## src/rtl/systolic_pkg.sv

```systemverilog
// Shared types and helpers for the systolic array feeder.
// Holds the feeder state encoding and the element slice helper.
// No logic, no latency, no backpressure of its own.
package systolic_pkg;

  typedef enum logic [1:0] {
    IDLE   = 2'd0,
    CLEAR  = 2'd1,
    STREAM = 2'd2,
    DRAIN  = 2'd3
  } feed_state_t;

  // LSB position of element `row` inside a packed vector of `width`-bit elements.
  function automatic int lane_lsb(input int row, input int width);
    return row * width;
  endfunction

endpackage

```

## src/rtl/act_vec_fifo.sv

```systemverilog
// Synchronous vector FIFO with occupancy count and wrap-around pointers.
// Latency: a write is visible on o_rdat (show-ahead) the cycle after it is written.
// Backpressure: caller must not push when o_count == DEPTH nor pop when empty.
module act_vec_fifo #(
  parameter int WIDTH = 65,
  parameter int DEPTH = 8,
  localparam int AW = $clog2(DEPTH),
  localparam int CW = AW + 1
) (
  input  logic             clk,
  input  logic             rst,
  input  logic             i_push,
  input  logic [WIDTH-1:0] i_wdat,
  input  logic             i_pop,
  output logic [WIDTH-1:0] o_rdat,
  output logic [CW-1:0]    o_count
);

  logic [WIDTH-1:0] r_mem [DEPTH];
  logic [AW-1:0]    r_wr_ptr;
  logic [AW-1:0]    r_rd_ptr;
  logic [CW-1:0]    r_count;

  // Storage array; contents are don't-care while the count says empty.
  always_ff @(posedge clk) begin
    if (i_push) begin
      r_mem[r_wr_ptr] <= i_wdat;
    end
  end

  // Pointers wrap naturally because DEPTH is a power of two.
  always_ff @(posedge clk) begin
    if (rst) begin
      r_wr_ptr <= '0;
      r_rd_ptr <= '0;
      r_count  <= '0;
    end else begin
      if (i_push) r_wr_ptr <= r_wr_ptr + AW'(1);
      if (i_pop)  r_rd_ptr <= r_rd_ptr + AW'(1);
      case ({i_push, i_pop})
        2'b10:   r_count <= r_count + CW'(1);
        2'b01:   r_count <= r_count - CW'(1);
        default: r_count <= r_count;
      endcase
    end
  end

  assign o_rdat  = r_mem[r_rd_ptr];
  assign o_count = r_count;

endmodule

```

## src/rtl/systolic_act_feeder.sv

```systemverilog
// Buffers activation vectors and injects each tile into the PE array with diagonal skew.
// Latency: push at t -> CLEAR at t+1, first pop at t+2, row r output at pop+1+r.
// Backpressure: in_ready drops while the FIFO is full; the array side never stalls.
module systolic_act_feeder
  import systolic_pkg::*;
#(
  parameter int DATA_WIDTH = 16,
  parameter int ROWS       = 4,
  parameter int DEPTH      = 8
) (
  input  logic                       clk,
  input  logic                       rst,
  input  logic                       in_valid,
  output logic                       in_ready,
  input  logic [ROWS*DATA_WIDTH-1:0] in_data,
  input  logic                       in_last,
  output logic [ROWS*DATA_WIDTH-1:0] act_out,
  output logic [ROWS-1:0]            acc_en,
  output logic                       clear_acc,
  output logic                       tile_done,
  output logic                       busy
);

  localparam int VW    = ROWS * DATA_WIDTH;
  localparam int CW    = $clog2(DEPTH) + 1;
  localparam int CNT_W = $clog2(ROWS) + 1;

  feed_state_t      r_state;
  feed_state_t      w_state_nxt;
  logic [CNT_W-1:0] r_drain_cnt;
  logic [CNT_W-1:0] w_drain_cnt_nxt;
  logic             r_tile_done;
  logic             w_tile_done_nxt;
  logic [CW-1:0]    w_count;
  logic [VW:0]      w_fifo_rdat;
  logic             w_push;
  logic             w_pop;
  logic             w_empty;

  assign in_ready = (w_count < CW'(DEPTH));
  assign w_push   = in_valid && in_ready;
  assign w_empty  = (w_count == '0);

  act_vec_fifo #(
    .WIDTH (VW + 1),
    .DEPTH (DEPTH)
  ) u_fifo (
    .clk     (clk),
    .rst     (rst),
    .i_push  (w_push),
    .i_wdat  ({in_last, in_data}),
    .i_pop   (w_pop),
    .o_rdat  (w_fifo_rdat),
    .o_count (w_count)
  );

  // State, drain counter and the registered tile_done pulse.
  always_ff @(posedge clk) begin
    if (rst) begin
      r_state     <= IDLE;
      r_drain_cnt <= '0;
      r_tile_done <= 1'b0;
    end else begin
      r_state     <= w_state_nxt;
      r_drain_cnt <= w_drain_cnt_nxt;
      r_tile_done <= w_tile_done_nxt;
    end
  end

  // Next state and pop decision. IDLE also reacts to a push in flight so that
  // CLEAR lands in the same cycle the pushed entry becomes visible.
  always_comb begin
    w_state_nxt     = r_state;
    w_drain_cnt_nxt = r_drain_cnt;
    w_pop           = 1'b0;
    w_tile_done_nxt = 1'b0;
    unique case (r_state)
      IDLE: begin
        if (!w_empty || w_push) w_state_nxt = CLEAR;
      end
      CLEAR: begin
        w_state_nxt = STREAM;
      end
      STREAM: begin
        if (!w_empty) begin
          w_pop = 1'b1;
          if (w_fifo_rdat[VW]) begin
            w_state_nxt     = DRAIN;
            w_drain_cnt_nxt = CNT_W'(ROWS - 1);
          end
        end
      end
      DRAIN: begin
        w_drain_cnt_nxt = r_drain_cnt - CNT_W'(1);
        if (r_drain_cnt == CNT_W'(1)) begin
          w_tile_done_nxt = 1'b1;
          w_state_nxt     = IDLE;
        end
      end
      default: w_state_nxt = IDLE;
    endcase
  end

  assign clear_acc = (r_state == CLEAR);
  assign busy      = (r_state != IDLE);
  assign tile_done = r_tile_done;

  // Row r owns a chain of r+1 flops: stage 0 is the pop register, stage r drives the array.
  for (genvar g = 0; g < ROWS; g++) begin : g_row
    logic [DATA_WIDTH-1:0] r_dat [g+1];
    logic [g:0]            r_vld;

    // Empty slots shift zero data with valid low, exactly like a real element.
    always_ff @(posedge clk) begin
      if (rst) begin
        r_vld <= '0;
        for (int k = 0; k <= g; k++) r_dat[k] <= '0;
      end else begin
        r_dat[0] <= w_pop ? w_fifo_rdat[lane_lsb(g, DATA_WIDTH) +: DATA_WIDTH] : '0;
        r_vld[0] <= w_pop;
        for (int k = 1; k <= g; k++) begin
          r_dat[k] <= r_dat[k-1];
          r_vld[k] <= r_vld[k-1];
        end
      end
    end

    assign act_out[lane_lsb(g, DATA_WIDTH) +: DATA_WIDTH] = r_dat[g];
    assign acc_en[g] = r_vld[g];
  end

endmodule
```

## config.mk

```make
export PLATFORM = sky130hd
export DESIGN_NAME = systolic_act_feeder
export DESIGN_NICKNAME = d
export VERILOG_FILES = /design/src/rtl/systolic_pkg.sv /design/src/rtl/act_vec_fifo.sv /design/src/rtl/systolic_act_feeder.sv
export SDC_FILE = /design/constraint.sdc
export NUM_CORES = 1
export LEC_CHECK = 0
export ABC_AREA = 1
export CORE_ASPECT_RATIO = 1.5
export CORE_UTILIZATION = 45
export CTS_CLUSTER_DIAMETER = 100
export DETAILED_ROUTE_END_ITERATION = 8
export GPL_TIMING_DRIVEN = 0
export PLACE_DENSITY_LB_ADDON = 0.15
export SKIP_CTS_REPAIR_TIMING = 1
export SYNTH_ARGS = -nofsm -noshare
export SYNTH_HDL_FRONTEND = slang
export SYNTH_SLANG_ARGS = --single-unit
```

## constraint.sdc

```tcl
create_clock -name clk -period 7.3 [get_ports clk]
set_input_delay 0.73 -clock clk [delete_from_list [all_inputs] [get_ports clk]]
set_output_delay 0.73 -clock clk [all_outputs]
set_load 0.01 [all_outputs]
```

=== After elaboration in Yosys (flattened, before gate mapping) ===
Memories as Yosys holds them, arrays and structs flattened. A register that Yosys moved wholly into a read port is not among the register bits.
Cells that the tools add are included.
Widths: inputs -> output; s select.

* Bits in registers: 26
* Output and inout bits: 72
* Word-level logic and storage cells: 87
* Bits in writable memories: 680
* Memories kept: 5

{| class="wikitable"
|+ Memories
! memory !! words !! bits a word !! read ports !! clocked after memory_dff !! wr ports !! RTL line !! source
|-
| u_fifo.r_mem || 8 || 65 || 1 || 1 || 1 || act_vec_fifo.sv:19 || <nowiki>logic [WIDTH-1:0] r_mem [DEPTH];</nowiki>
|-
| g_row[3].r_dat || 4 || 16 || 4 || 0 || 4 || systolic_act_feeder.sv:110 || <nowiki>logic [DATA_WIDTH-1:0] r_dat [g+1];</nowiki>
|-
| g_row[2].r_dat || 3 || 16 || 3 || 0 || 3 || systolic_act_feeder.sv:110 ||
|-
| g_row[1].r_dat || 2 || 16 || 2 || 0 || 2 || systolic_act_feeder.sv:110 ||
|-
| g_row[0].r_dat || 1 || 16 || 1 || 0 || 1 || systolic_act_feeder.sv:110 ||
|}

* Magnitude comparators: 1
* Add/sub/neg operators: 5
* Multiplexer cells: 34
* Bitwise logic cells: 10
* Eq/ne operators: 10
* Reductions and logical operators: 12

{| class="wikitable"
|+ Operators with widths
! kind !! number
|-
| $mux 16 || 14
|-
| $reduce_or 16->1 || 1
|-
| $mux 3 || 4
|-
| $mux 1 || 9
|-
| $or 1x1->1 || 9
|-
| $mux 2 || 4
|-
| $pmux 2 s4 || 1
|-
| $pmux 4 s2 || 1
|-
| $add 3x1->3 const B || 2
|-
| $eq 2x2->1 const B || 3
|-
| $ne 2x2->1 const B || 3
|-
| $pmux 3 s2 || 1
|-
| $reduce_bool 2->1 || 3
|-
| $add 4x1->4 const B || 1
|-
| $eq 2x1->1 const B || 2
|-
| $logic_not 4->1 || 1
|-
| $lt 4x4->1 const B || 1
|-
| $reduce_and 4->1 || 1
|-
| $sub 4x1->4 const B || 1
|-
| $eq 3x1->1 const B || 1
|-
| $reduce_and 3->1 || 1
|-
| $sub 3x1->3 const B || 1
|-
| $logic_not 2->1 || 1
|-
| $ne 2x1->1 const B || 1
|-
| 5 further kinds || 5
|}

=== Depth between registers and ports, before layout ===
* Word-level depth: 5
* Mapped depth: 14
* Gate-level depth less buffers: 14

=== Hierarchy ===
From an unflattened synthesis, not the netlist that was laid out.

* Cells, all modules: 2161
* Area, all modules: 26614.3 µm²

{| class="wikitable"
|+ By module, submodules not included
! module !! cells each !! instances !! area each (µm²)
|-
| act_vec_fifo || 1545 || 1 || 20848.7
|-
| systolic_act_feeder || 616 || 1 || 5765.5
|}

=== Worst setup path before layout ===
OpenSTA, ideal clock, no wires.

* Path kind: input to register
* Start point: input in_valid
* End point: memory u_fifo.r_mem[0][0], enable pin
* Slack: 3005 ps
* Cell stages on the path: 4
* Library setup time: 488 ps
* Data required time: 6812 ps
* Path buffers: 0
* Data arrival time: 3807 ps
* Cell sequence: nand2_1 inv_1 nand2_1 nor2_1

* Longest elaborated chain between the ends: 3

{| class="wikitable"
|+ Ends and longest elaborated chain
! item !! RTL line !! source
|-
| from (decl) || systolic_act_feeder.sv:13 || <nowiki>input logic in_valid,</nowiki>
|-
| $logic_and 1x1->1 || systolic_act_feeder.sv:41 || <nowiki>assign w_push = in_valid && in_ready;</nowiki>
|-
| $mux 1 || act_vec_fifo.sv:26 || <nowiki>if (i_push) begin</nowiki>
|-
| $mux 1 (implied by the code) || act_vec_fifo.sv:27 || <nowiki>r_mem[r_wr_ptr] <= i_wdat;</nowiki>
|-
| to (decl) || act_vec_fifo.sv:19 ||
|}

No other way between the ends.

=== Worst setup path after layout ===
* Start point: input in_valid
* End point: memory u_fifo.r_mem[4][24], enable pin

Same word-level chain as after synthesis.

==> results.cfg <==
[synthesis]
synth_cells = 2037
synth_mux_area_share_pct = 0
synth_area_leader_cell = edfxtp_1
synthXorXnorAreaFrac_pct = 0.0686
ys_types = 26
synth.most_common_cell = edfxtp_1
yosys.area_share.simple_pct = 8.49
synth.ff_latch_count = 703
async_flop_share_pct = 0
yosys.area.top_type_share_pct = 61.2
synth-seq-area-share_pct = 75.5
ys_top_cells_by_area = edfxtp_1, dfxtp_1, nor2_1
synth_fa_ha_area_share_pct = 0.588
yosys_warnings = 0
synth_common_cells = edfxtp_1, nor2_1, o21ai_0, dfxtp_1
synth-main-ff-cell = edfxtp_1
synth_top_family_by_area = compound AO/OA/AOI/OAI gates
avgSynthCellArea_sq_um = 12.5
synth_edf_count = 520
synth-compound-area-share_pct = 9.96
synth_nets = 2117
syn_area_sq_mm = 0.0255

[floorplanning]
die_height_um = 294
die_area_sq_mm = 0.0577
coreArea_sq_mm = 0.0558
initial_core_util_pct = 45.7
die_x_um = 196
row_count = 106
ios = 140

[clock_network]
cts_max_level = 3
cts_tree = yes
cts_buffers = 66
cts.sinks = 703
path_clk_slew_ps = 60
cts_root_buf = clkbuf_16
max-clock-path-buffers = 3
clk_latency_ps = 600

[placement]
hpwlAfterDp_mm = 40.6
numPortBuffers = 138
gp_congestion = 0.764
pre_cts_ws_ps = 3820
place_area_sq_mm = 0.0282

[route]
initialDrtViolationCount = 1283
ant_nets = 0
vias_per_cell = 5.26
drcViolationCount = 0
wl_per_cell_um = 20.8
drt_pass1_iterations = 5
vias = 16100
wirelength_mm = 64.0

[finish]
area_growth_pct = 19.1
nNetsFinal = 2339
fin_util_pct = 54.4
fill_cells = 4648
design_area_sq_mm = 0.0304
regArea_sq_mm = 0.0193
multi_input_area_sq_mm = 0.00494
drive_gt1_share_pct = 9.61

[critical_path]
worst-path-buf-inv = 4
crit_chain = clkdlybuf4s50_1 > nand2_1 > inv_1 > nand2_1 > nor2_4 > buf_12 > buf_12
crit_fanout = 23
cp_data_required_time_ps = 7570
cp_slowest_cell = nor2_4
cp-start-kind = input pin
slowest_delay_ps = 720
critPathArrivalTime_ps = 3140
endpoint_kind = flip-flop
crit_family = simple AND/OR/NAND/NOR gates
worstSetupPathType = in -> reg

[grt]
grt_pass1_vias = 16400
grt_start_max_net_pins = 27
antenna_found_initial = 4
grt_overflow = 0
grt_pass1_wl_mm = 96.1
track_usage_pct = 22.4

[timing]
relSlewSlack_pct = 40.0
tightest_slew_ps = 900
drv_slew = 0
setup_viol_count_final = 0
finalSetupTns_ps = 0
rsz0062_at_grt = no
period_share_pct = 39.3
skew_ps = 27.8
min_period_ps = 2870
fmax_ghz = 0.349
hold_viol = 0
setup_ws_ps = 4430

[run_status]
status = completed

[power_and_ir_drop]
pwr_density_cell_mw_per_mm2 = 319
ir_worst_vdd_mv = 0.186
p_total_mw = 9.71
total_leakage_power_nw = 10.5

[flow_run]
max_cap_violations = 0

[hold_path]
hold_path_class = reg -> reg
metrics by stage:
stage          hold WS (ps)  instances
2_1_floorplan           388       2037
3_3_place_gp            391       2931
3_5_place_dp            392       2947
4_1_cts                 393       3067
5_1_grt                 415       3068
6_report                397       3068
registers in the layout, indices dropped and copies added (netlist names), named ones only:
name / cells
u_fifo.r_mem: 520
g_row.r_dat: 160
g_row.r_vld: 4
u_fifo.o_count: 4
r_drain_cnt: 3
u_fifo.r_rd_ptr: 3
u_fifo.r_wr_ptr: 3
r_state: 2
tile_done: 1
cell usage in the layout (no fill, tap or decap):
cell,n
a21oi_1,18
nand2_1,37
clkbuf_1,73
buf_12,17
nor2_1,498
o21ai_0,275
o22ai_1,128
xor2_1,1
nand4_1,1
clkbuf_16,73
buf_1,4
dfxtp_1,183
nor2_4,8
clkbuf_4,1
inv_4,1
buf_4,40
clkdlybuf4s50_1,138
buf_8,1
inv_1,128
edfxtp_1,520
nand3_2,4
clkinv_2,10
clkbuf_2,6
buf_6,12
inv_6,3
o21ai_1,55
inv_2,1
buf_2,30
xnor2_1,1
clkbuf_8,12
nand3_4,1
nand3_1,13
clkinvlp_4,2
ha_1,12
clkinv_1,4
diode_2,1
routing by layer:
| layer | wire [um] | vias to the layer above | track usage, % |
|---|---|---|---|
| met5 | 46 | - | 0 |
| met4 | 2230 | 6 | 10.3 |
| met3 | 3700 | 139 | 3.50 |
| met2 | 32800 | 558 | 39.2 |
| met1 | 25200 | 7921 | 27.1 |
| li1 | - | 7519 | - |
final timing paths:
path / cells after the start / end / from / slack [ps]
worst min-delay path: 2 / g_row[2].r_dat[0][27] / g_row[2].r_dat[0][11] / 400
worst max-delay path: 7 / u_fifo.r_mem[4][24] / in_valid / 4430
worst min register to register: 2 / g_row[2].r_dat[0][27] / g_row[2].r_dat[0][11] / 400
worst max register to register: 7 / u_fifo.r_mem[4][24] / u_fifo.o_count[3] / 4630
tightest hold or removal path: cells and delay by family (launching register included):
kind	cells	cell delay, ps
buffers and inverters	1	40
AND/OR/NAND/NOR	1	30
flip-flops	1	290
area by class of cell:
type / count / area share [%]
antenna: 1 / 0.00823
buffer: 152 / 2.89
clock buffer: 101 / 6.78
clock inverter: 19 / 0.342
inverter: 130 / 1.62
multi-input combinational: 1052 / 16.2
sequential: 703 / 63.4
tap: 756 / 3.11
timing repair buffer: 154 / 5.60
logic make-up (layout without fill, tap and decap cells):
| group | Yosys count | in the layout |
|---|---|---|
| buffers and inverters | 282 | 556 |
| AOI/OAI and AO/OA | 476 | 476 |
| adders and majority gates | 12 | 12 |
| xor gates and xnor gates | 2 | 2 |
| other | 0 | 1 |
| DFF | 703 | 703 |
| and+or+nand+nor | 562 | 562 |
power by group:
group / internal (mW) / switching (mW)
sequential: 4.50 / 0.0662
combinational: 0.567 / 1.18
clock: 1.96 / 1.44
total: 7.02 / 2.69
Power figures use the tool's default switching activity.
==> patch 1: new RTL, same settings <==
Re-encode `feed_state_t` (4 states) as one-hot, 4 bits wide.
--- a/src/rtl/systolic_pkg.sv
+++ b/src/rtl/systolic_pkg.sv
@@ -3,11 +3,11 @@
 // No logic, no latency, no backpressure of its own.
 package systolic_pkg;
 
-  typedef enum logic [1:0] {
-    IDLE   = 2'd0,
-    CLEAR  = 2'd1,
-    STREAM = 2'd2,
-    DRAIN  = 2'd3
+  typedef enum logic [3:0] {
+    IDLE   = 4'b0001,
+    CLEAR  = 4'b0010,
+    STREAM = 4'b0100,
+    DRAIN  = 4'b1000
   } feed_state_t;
 
   // LSB position of element `row` inside a packed vector of `width`-bit elements.
Formal check against the unedited RTL: no difference found for any inputs over 4 cycles, from zero or initial values and one cycle with rst high; so few cycles prove little.
==> patch 1 against the unedited design <==
Setup slack improved by 0.076 ns; wire length decreased by 4.7%; synthesized cell count increased by 0.54%; synthesized area about the same; sequential cell count increased by 2; register-to-register slack improved by 0.09 ns; cell area increased by 0.33%.
Power is not compared: it rests on default switching activity, and its combinational part moved more than twofold at a synthesized area within 25%.
==> patch 1: results (changes against the unedited design) <==
Setup path
  • CP max FO: 3 (-87%)
  • CP startpoint: r_state[1]
  • R2R Setup Slk: 4.72 ns (+0.09 ns)
  • Crit path max-delay cell type: clkdlybuf4s50_1
  • Crit path max-delay family: buffers and inverters
  • Critical path arrival: 2.06 ns (-1.08 ns)
  • CP max stage delay: 0.64 ns (-0.08 ns)
  • R2r endpoint: u_fifo.r_mem[6][18]
  • Critical Path Sink: clear_acc

Logic synthesis
  • Main synth FF type: edfxtp_1
  • Syn_nets: 2122 (+0.24%)
  • Yosys cell types: 27 (+3.8%)
  • Compound-Gate Fraction of Synth Area: 9.73% (-0.23 points)
  • Fraction of synthesized area in multiplexers: 0% (unchanged)
  • Synth Warn #: 0 (unchanged)
  • Top post-synthesis cells by count: edfxtp_1 (520), nor2_1 (506), o21ai_0 (217)
  • Post-synthesis xor/xnor area fraction: 0.172% (+0.10 points)
  • Number of flops mapped to enable cells by yosys: 520 (unchanged)
  • Synthesized-area fraction occupied by adder cells: 0.294% (-0.29 points)
  • Seq/Total Area, Yosys: 75.7% (+0.16 points)
  • Top cells by area, synth: edfxtp_1 (61%), dfxtp_1 (15%), nor2_1 (7.4%)

GRT
  • Largest net degree at the start of global routing: 30 (+11%)
  • Initial antenna violation count: 4 (unchanged)
  • Vias in the first global route: 16.1k (-2.2%)
  • First-pass GRT wire length: 93.4 mm (-2.8%)
  • Total GRT Usage: 21.6% (-0.80 points)

Clock network
  • Num CTS Buffers: 67 (+1.5%)
  • Root Buffer: clkbuf_16
  • CTS max path bufs: 3 (unchanged)
  • Clk_lat worst skew: 0.60 ns (about the same)

Timing
  • Worst Skew: 0.0187 ns (-0.00915 ns)
  • Slew HR: 40.7% (+0.71 points)
  • Final worst slack: 4.51 ns (+0.0758 ns)
  • Final setup TNS: 0 ns (unchanged)

Detailed routing
  • # DRC: 0 (unchanged)
  • Routed WL: 60.9 mm (-4.7%)
  • Via density: 5.16 (-2.0%)
  • DRT iter0 DRCs: 1224 (-4.6%)
  • First-pass detailed-route iteration total: 7 (+2)

Status
  • Status: completed

Run
  • Total of max-cap violations: 0 (unchanged)

Finish
  • Regs by FF count: u_fifo.r_mem: 520 flops, g_row.r_dat: 160 flops
  • Share of cells above drive strength 1: 9.29% (-0.32 points)
  • Final nets: 2347 (+0.34%)

Placed design
  • Post-DP HPWL: 40.0 mm (-1.5%)
  • Pre-CTS WS: 3.89 ns (+0.0694 ns)
  • IO Port Bufs: 139 (+0.72%)
  • Gp weighted congestion: 0.765 (about the same)
  • Cell area after placement: 0.0283 sq mm (+0.16%)

Hold path
  • HP Start: g_row[1].r_dat[0][3]

Power and ir drop
  • Sw power: 1830 uW
-- patch 1: cell count changes after synthesis, moves of 7 or more --
cell / before / now
a31oi_1: 0 / 64
o22ai_1: 128 / 64
o21ai_0: 275 / 217
o21ai_1: 55 / 108
buf_4: 40 / 50
nand2_1: 37 / 46
a21oi_1: 18 / 11
-- patch 1: final cells by class --
class                      count  area, sq um
fill                        4650        25300
sequential                   705        19300
multi-input combinational   1057         4900
clock buffer                  98         1980
timing repair buffer         156         1750
tap                          756          946
buffer                       151          860
inverter                     135          509
clock inverter                23          239
antenna                        1         2.50
-- patch 1: routing by layer --
metal / up-vias / track usage (%) / wire [microns]
li1: 7546 / - / -
met1: 7723 / 26.4 / 24700
met2: 504 / 37.7 / 30500
met3: 115 / 3.50 / 3590
met4: 6 / 9.39 / 2080
met5: - / 0 / 39
-- patch 1: cell families (layout without fill, tap and decap cells) --
kind of cell	after synthesis	in the layout
xor+xnor	5	5
simple gates	582	582
other cells	0	1
flops	705	705
compound gates	464	464
fa+ha+maj	6	6
buf+inv	286	563
-- patch 1: worst min path at each step --
stage | end | slack (ns) | cells past startpoint
finish | g_row[1].r_dat[0][19] | 0.40 | 2
global route | g_row[2].r_dat[0][18] | 0.41 | 2
CTS | g_row[2].r_dat[0][18] | 0.40 | 2
detailed placement | g_row[3].r_dat[1][8] | 0.39 | 2
global placement | g_row[1].r_dat[0][24] | 0.39 | 2
floorplan | g_row[1].r_dat[0][16] | 0.39 | 2
-- patch 1: per-stage QoR --
stage,hold WS (ns),utilization (%),instances
6_report,0.396,54.6,3082
4_1_cts,0.397,54.6,3081
3_5_place_dp,0.393,50.6,2960
2_1_floorplan,0.388,-,2048
5_1_grt,0.413,54.6,3082
3_3_place_gp,0.391,49.9,2943
==> patch 2: new RTL, same flow settings <==
Made on the original files. `DATA_WIDTH`: 16 -> 18.
--- a/src/rtl/systolic_act_feeder.sv
+++ b/src/rtl/systolic_act_feeder.sv
@@ -4,7 +4,7 @@
 module systolic_act_feeder
   import systolic_pkg::*;
 #(
-  parameter int DATA_WIDTH = 16,
+  parameter int DATA_WIDTH = 18,
   parameter int ROWS       = 4,
   parameter int DEPTH      = 8
 ) (
Interface: changed (resized act_out and in_data); port bits go from 140 to 156. The function was not compared with the original's and may differ.
==> patch 2 against the unedited design <==
The run now ends with DRC left; global-route usage is 0.19 points higher; cell area is 11% higher; combinational power is 9% higher; via count is 12% higher; wire length is 13% higher; count of clock-buffer cells in the layout is 4 higher; clock power is 11% higher; synthesized area is 11% higher; power is 11% higher; setup slack better by 0.19 ns; sequential cell count is 84 higher; highest routed layer unchanged.
==> patch 2: results (changes against the unedited design) <==
Status
  • Status: finished, violations left
  • Failing checks: DRC

Hold path
  • HP Start: g_row[3].r_dat[1][9]
  • Worst hold path endpoint: g_row[3].r_dat[2][9]

Detailed routing
  • Via density: 5.36 (+1.9%)
  • First-pass detailed-route iteration total: 9 (+4)
  • DRT iter0 DRCs: 1320 (+2.9%)
  • Met2 wire length: 37.3 mm (+14%)
  • Routed WL: 72.3 mm (+13%)
  • # DRC: 11 (+11)
  • DR WL met3: 4.25 mm (+15%)
  • Met1 WL: 28.1 mm (+12%)

Setup path
  • CP max FO: 4 (-83%)
  • CP max stage delay: 0.52 ns (-0.20 ns)
  • Crit path max-delay cell type: clkdlybuf4s50_1
  • Critical path arrival: 1.94 ns (-1.20 ns)
  • Crit path max-delay family: buffers and inverters
  • R2r endpoint: g_row[1].r_dat[0][14]

Finish
  • Regs by FF count: u_fifo.r_mem: 584 flops, g_row.r_dat: 180 flops
  • Filler cell count: 5280 (+14%)
  • Share of cells above drive strength 1: 9.02% (-0.58 points)
  • Final nets: 2603 (+11%)

Placed design
  • Inst Count DP: 3239 (+9.9%)
  • IO Port Bufs: 154 (+12%)
  • Post-DP HPWL: 46.3 mm (+14%)
  • Pre-CTS WS: 4.02 ns (+0.195 ns)
  • Gp weighted congestion: 0.775 (+1.4%)

GRT
  • Total GRT Usage: 22.6% (+0.19 points)
  • Vias in the first global route: 18.3k (+11%)
  • First-pass GRT wire length: 108 mm (+13%)
  • Initial antenna violation count: 8 (+4)
  • Largest net degree at the start of global routing: 28 (+3.7%)

Timing
  • Period minus WS final: 2.67 ns (-0.194 ns)
  • Worst Skew: 0.0143 ns (-0.0136 ns)
  • Hold WS: 0.396 ns (-0.00147 ns)
  • Slew HR: 24.4% (-16 points)

Logic synthesis
  • Seq/Total Area, Yosys: 76.1% (+0.57 points)
  • Yosys cell types: 24 (-7.7%)
  • Number of flops mapped to enable cells by yosys: 584 (+12%)
  • Avg Inst Size Synth: 12.5 sq um (about the same)
  • Syn_nets: 2352 (+11%)
  • Top post-synthesis cells by count: edfxtp_1 (584), nor2_1 (568), o21ai_0 (302)

Power and ir drop
  • Net Sw Frac: 27.7% (about the same)
  • Sequential power share: 47.4% (+0.4 points)
  • Gate power share: 17.6% (-0.4 points)
  • Leak pwr: 0.0116 uW (+10%)
  • Sw power: 2980 uW (+11%)

Clock network
  • Num CTS Buffers: 72 (+9.1%)
  • Clk_lat worst skew: 0.62 ns (+0.02 ns)
## patch 2: cell types whose count changed in the layout (fill, tap and decap cells not counted), sizes merged, moves of 5 or more
cell | unedited run | this run
buf | 104 | 124
bufinv | 0 | 5
clkbuf | 165 | 173
clkdlybuf4s50 | 138 | 154
dfxtp | 183 | 203
edfxtp | 520 | 584
inv | 133 | 142
nand3 | 18 | 13
nor2 | 506 | 569
o21ai | 330 | 369
o22ai | 128 | 144
## patch 2: metal layers
metal  up-vias  global-route usage [%]
li1       8386                       -
met1      8920                    26.4
met2       603                    40.7
met3       159                    3.83
met4        10                    10.4
met5         -                       0
## patch 2: final cells by class
type / count / area [sq um] / area share [%]
Tap cell: 798 / 998 / 2.95
Clock buffer: 105 / 2070 / 6.11
Clock inverter: 25 / 260 / 0.770
Timing Repair Buffer: 177 / 2030 / 6.01
Multi-Input combinational cell: 1171 / 5480 / 16.2
Inverter: 137 / 514 / 1.52
Buffer: 169 / 852 / 2.52
Antenna cell: 2 / 5.00 / 0.0148
Sequential cell: 787 / 21600 / 63.9
## patch 2: worst max-delay path by stage
stage	start	end	cells past startpoint
floorplan	in_valid	u_fifo.r_mem[0][0]	4
global placement	in_valid	u_fifo.r_mem[0][6]	5
detailed placement	in_valid	u_fifo.r_mem[0][6]	7
CTS	r_state[0]	busy	4
global route	in_valid	u_fifo.r_mem[0][33]	7
finish	r_state[0]	busy	4
## patch 2: logic make-up (layout without fill, tap and decap cells)
kind of cell               after synthesis  in the layout  synth area share [%]
DFF                                    787            787                  76.1
adders and majority gates               12             12                 0.529
and+or+nand+nor                        628            628                  8.53
AOI/OAI and AO/OA                      529            529                  9.97
buffers and inverters                  306            613                  4.81
xor gates and xnor gates                 2              2                0.0617
other                                    0              2                     0
